`src/rtl/fetch_prefetch_queue.sv`:
```
// Prefetch queue between the I-cache read port and the IF realigner: runs ahead
// sequentially, buffers {addr, word}, and redirects. `FETCH_BYPASS_EN adds an empty-queue bypass.
module fetch_prefetch_queue #(
  parameter int          DEPTH      = 4,
  parameter logic [29:0] RESET_ADDR = 30'h0
) (
  input  logic        clk,
  input  logic        rst_n,
  input  logic        ICACHE_stall,
  input  logic [31:0] ICACHE_rdata,
  output logic        ICACHE_ren,
  output logic        ICACHE_wen,
  output logic [29:0] ICACHE_addr,
  output logic [31:0] ICACHE_wdata,
  input  logic        redirect,
  input  logic [29:0] redirect_addr,
  output logic        out_valid,
  input  logic        out_ready,
  output logic [31:0] out_data,
  output logic [29:0] out_addr,
  output logic        empty
);

  localparam int PW = $clog2(DEPTH);
  localparam int CW = PW + 1;

  typedef enum logic {RUN, DISCARD} state_t;

  typedef struct packed {
    logic [29:0] addr;
    logic [31:0] data;
  } entry_t;

  entry_t          mem [DEPTH];
  entry_t          head;
  state_t          state, state_n;
  logic [29:0]     fetch_addr, fetch_n;
  logic [29:0]     pend_addr, pend_n;
  logic [CW-1:0]   count, count_n;
  logic [PW-1:0]   rd_ptr, rd_n, wr_ptr, wr_n;
  logic            ren_int, complete, bypass, enq, deq;

  assign ICACHE_wen   = 1'b0;
  assign ICACHE_wdata = 32'h0;
  assign ICACHE_addr  = fetch_addr;

  // DISCARD keeps the abandoned request alive until the cache lets go of it.
  assign ren_int    = (state == DISCARD) ? 1'b1 : (count < CW'(DEPTH));
  assign ICACHE_ren = rst_n & ren_int;
  assign complete   = ren_int & ~ICACHE_stall;
  assign head       = mem[rd_ptr];
  assign empty      = (count == '0);

`ifdef FETCH_BYPASS_EN
  assign bypass = (state == RUN) & empty & complete & ~redirect;
`else
  assign bypass = 1'b0;
`endif

  assign out_valid = ~empty | bypass;
  assign out_data  = bypass ? ICACHE_rdata : head.data;
  assign out_addr  = bypass ? fetch_addr   : head.addr;

  always_comb begin
    state_n = state;
    fetch_n = fetch_addr;
    pend_n  = pend_addr;
    count_n = count;
    rd_n    = rd_ptr;
    wr_n    = wr_ptr;
    enq     = 1'b0;
    deq     = 1'b0;
    if (redirect) begin
      count_n = '0;
      rd_n    = '0;
      wr_n    = '0;
      if (state == RUN) begin
        if (ren_int && ICACHE_stall) begin
          pend_n  = redirect_addr;
          state_n = DISCARD;
        end else begin
          fetch_n = redirect_addr;
        end
      end else begin
        pend_n = redirect_addr;
        if (!ICACHE_stall) begin
          fetch_n = redirect_addr;
          state_n = RUN;
        end
      end
    end else begin
      deq = ~empty & out_ready;
      if (state == RUN) begin
        if (complete) begin
          fetch_n = fetch_addr + 30'd1;
          // A bypassed word taken by IF this cycle never touches storage.
          enq     = ~(bypass & out_ready);
        end
      end else if (!ICACHE_stall) begin
        fetch_n = pend_addr;
        state_n = RUN;
      end
      if (enq) wr_n = wr_ptr + PW'(1);
      if (deq) rd_n = rd_ptr + PW'(1);
      count_n = count + CW'(enq) - CW'(deq);
    end
  end

  always_ff @(posedge clk or negedge rst_n) begin
    if (!rst_n) begin
      state      <= RUN;
      fetch_addr <= RESET_ADDR;
      pend_addr  <= RESET_ADDR;
      count      <= '0;
      rd_ptr     <= '0;
      wr_ptr     <= '0;
    end else begin
      state      <= state_n;
      fetch_addr <= fetch_n;
      pend_addr  <= pend_n;
      count      <= count_n;
      rd_ptr     <= rd_n;
      wr_ptr     <= wr_n;
    end
  end

  always_ff @(posedge clk) begin
    if (enq) mem[wr_ptr] <= '{addr: fetch_addr, data: ICACHE_rdata};
  end

endmodule

```
`config.mk`:
```
export PLATFORM = sky130hd
export DESIGN_NAME = fetch_prefetch_queue
export DESIGN_NICKNAME = d
export VERILOG_FILES = /design/src/rtl/fetch_prefetch_queue.sv
export SDC_FILE = /design/constraint.sdc
export NUM_CORES = 1
export LEC_CHECK = 0
export BUFFER_PORTS_ARGS = -buffer_cell sky130_fd_sc_hd__buf_2
export CORE_MARGIN = 3
export CORE_UTILIZATION = 25
export CTS_CLUSTER_DIAMETER = 50
export CTS_CLUSTER_SIZE = 16
export DETAILED_ROUTE_END_ITERATION = 6
export PLACE_DENSITY_LB_ADDON = 0.12
export SLEW_MARGIN = 20
export SYNTH_ARGS = -nofsm -noshare
export SYNTH_HDL_FRONTEND = slang
export SYNTH_SLANG_ARGS = --single-unit
export TNS_END_PERCENT = 20
```
`constraint.sdc`:
```
create_clock -name clk -period 5.9 [get_ports clk]
set_input_delay 1.77 -clock clk [delete_from_list [all_inputs] [get_ports clk]]
set_output_delay 1.77 -clock clk [all_outputs]
set_load 0.05 [all_outputs]
```
==> impl_metrics.yaml <==
outcome:
  status: "completed"
logic_synthesis:
  synth_top_flop_cell: "edfxtp_1"
  syn_area_sq_um: 13100
  synth_top_cells_by_area: "edfxtp_1 57%, dfrtp_1 13%, mux4_2 11%"
  netlist_instances: 761
  syn_area_per_cell_sq_um: 17.2
  synth_edf_count: 248
  netlist.area_leader.share_pct: 57.0
  synthArstFlopShare_pct: 21.5
  synth-warning-count: 0
  yosysTopAreaCell: "edfxtp_1"
  synth-seq-cells: 316
  synth.distinct_cells: 54
  seq_area_frac_synth_pct: 70.1
timing:
  slew_headroom_pct: 25.8
  fin_skew_ns: 0.0158
  setup_viol: 0
  setup_tns_ns: 0
  min_period_ns: 4.36
  hold_viol: 0
  fin_crit_sh_pct: 73.9
  grt_setup_unrepaired: "no"
  slew_viol_final: 0
  max_freq_mhz: 229
  worst_pin_slew_ns: 1.11
  setup_slack_ns: 1.54
clocking:
  post_cts_buffers: 0
  clk_latency_ns: 0.56
  clkTransAtPathRegs_ns: 0.05
  cts_root_buf: "clkbuf_16"
  cts_resized: 0
  clk_path_buf_depth: 3
  cts_made_buffers: 42
  htree_levels: 2
  cts_tree: "yes"
  ctsHoldBuffers: 0
  cts.sinks: 316
power:
  irDropWorstVdd_mv: 0.247
  p_leak_nw: 5.71
  internal-power_mw: 4.92
  sw_frac_of_total_pct: 37.0
  netSwitchingPower_mw: 2.89
  clockPowerShare_pct: 33.1
  power_frac_comb_pct: 27.4
  seqPwrFrac_pct: 39.4
  p_per_area_nw_per_um2: 487
grt:
  grtUsageMet1_pct: 17.2
  first_global_vias: 7642
  gr-max-usage-layer: "met2"
  gr-total-overflow: 0
  grt_util_all_layers_pct: 12.6
  grt_pass1_wl_um: 50900
  antenna_found_initial: 1
  grt_max_degree: 55
  use_met3_pct: 2.71
  grtUsageMet2_pct: 20.1
floorplan:
  ios: 195
  row_count: 83
  chipHeight_um: 235
  die_area_sq_um: 55000
  start_util_pct: 25.3
  core_sq_um: 51500
  die_w_um: 235
final_layout:
  diodes: 0
  final_nets: 1019
  drive_gt1_share_pct: 36.0
  fin_area_sq_um: 16100
  syn_to_final_growth_pct: 23.0
  instances_no_fill: 1656
  postLayoutCoreUtil_pct: 31.2
worst_setup_path:
  endpoint_kind: "output port"
  crit_end: "out_addr[16]"
  cp.required_ns: 4.13
  ff2ff_setup_slack_ns: 2.87
  startpoint: "rd_ptr[0]"
  criticalPathCategory: "register to output port"
  crit_path_max_fanout: 23
  r2r_start: "state"
  critPathArrivalTime_ns: 2.59
  r2r_end: "mem[1][16]"
  cp-start-kind: "register"
  ff2ff_path_depth: 5
route:
  firstDrtPassIters: 4
  drc: 0
  via_count: 7290
  wire_per_inst_um: 20.9
  viasPerCell: 4.40
  drtIter0Drc: 346
  ant_nets: 0
  drt_wl_total_um: 34600
placement:
  place_area_sq_um: 14600
  place_congestion: 0.699
  place_ws_ns: 1.55
  dp_hpwl_um: 21700
  port_buffers: 161
  dpl.cell_count: 1580
run:
  maxCapViolations: 0
worst_hold_path:
  holdPathStages: 2
  hp-class: "register to register"
==> power by group through the flow <==
stage	registers (mW)	logic [mW]	clock network (mW)
after floorplan	3.19	1.49	0
after global placement	3.15	2.18	0
after detailed placement	3.15	2.18	0
after CTS	3.10	2.19	2.68
after global routing	3.14	2.29	2.79
final	3.08	2.14	2.59
==> per-layer routing <==
metal | vias to the layer above | wire length (um)
li1 | 3299 | -
met1 | 3759 | 15700
met2 | 187 | 16200
met3 | 45 | 1950
met4 | 0 | 717
met5 | - | 0
==> registers in the layout, indices dropped and copies added (netlist names) <==
register,cells
mem,248
ICACHE_addr,30
pend_addr,30
count,3
rd_ptr,2
wr_ptr,2
state,1
==> per-stage QoR <==
stage / total power [mW] / hold WS [ns]
after floorplan: 4.68 / 0.450
after global placement: 5.33 / 0.462
after detailed placement: 5.33 / 0.472
after CTS: 7.98 / 0.487
after global routing: 8.22 / 0.512
final: 7.81 / 0.485
==> layout by cell type (no fill, tap or decap), types with 6 or more instances in the layout <==
cell       synthesis  final
edfxtp_1         248    248
buf_2              7    161
dfrtp_1           68     66
mux4_2            62     62
clkbuf_16          0     43
conb_1             1     33
nand2_1           27     27
mux2_2            26     26
nor2_1            25     25
a21oi_1           22     22
inv_1             20     20
nand3_1           19     19
buf_4             33     16
o21ai_0           15     15
xnor2_1           14     14
o21ai_1           15     14
and3_1            13     13
a221oi_1          11     11
xor2_1             9      9
nand4_1            8      8
mux2i_1            9      8
ha_1               7      7
inv_6              0      7
nor3_1             6      6
==> how the worst min path moves through the flow <==
stage,start,end,slack [ns]
2_1_floorplan,pend_addr[28],pend_addr[28],0.45
3_3_place_gp,pend_addr[28],pend_addr[28],0.46
3_5_place_dp,pend_addr[14],pend_addr[14],0.47
4_1_cts,pend_addr[28],pend_addr[28],0.49
5_1_grt,pend_addr[23],pend_addr[23],0.51
6_report,pend_addr[28],pend_addr[28],0.49
==> area by class of cell <==
type                            count  area, sq um
Clock buffer                       47         1090
Clock inverter                     29          330
Fill cell                        5196        35500
Inverter                           20         75.1
Multi-Input combinational cell    385         3580
Sequential cell                   316         9160
Tap cell                          680          851
Timing Repair Buffer              179          966
==> synthesized netlist by cell type, types with 3 or more instances <==
library cell / n
buf_2: 7
and3_1: 13
nand2b_1: 3
nor2_1: 25
mux2i_1: 9
edfxtp_1: 248
a221oi_1: 11
nor4_1: 3
and4_1: 4
buf_4: 33
nor2b_1: 3
ha_1: 7
nand4_1: 8
and2_1: 8
dfrtp_1: 68
a21oi_1: 22
nor3_1: 6
a22oi_1: 5
o22ai_1: 4
o211ai_1: 4
inv_1: 20
buf_1: 3
xnor2_1: 14
xor2_1: 9
o21ai_1: 15
mux4_2: 62
mux2_2: 26
a211oi_1: 3
nand3_1: 19
nand2_1: 27
clkbuf_1: 29
o21ai_0: 15
==> worst max-delay path, stage by stage, from the launching register on <==
cell	delay, ns
dfrtp_4	0.75
buf_4	0.44
mux4_2	0.58
buf_2	0.23
==> logic make-up (layout without fill, tap and decap cells) <==
family / Yosys count / after routing / share of synthesized area, %
compound gates: 91 / 91 / 4.42
xor+xnor: 23 / 23 / 1.54
fa+ha+maj: 8 / 8 / 0.824
buf+inv: 92 / 275 / 3.66
flops: 316 / 316 / 70.1
mux: 97 / 97 / 13.6
other cells: 1 / 33 / 0.0287
simple gates: 133 / 133 / 5.82
Power figures use the tool's default switching activity.
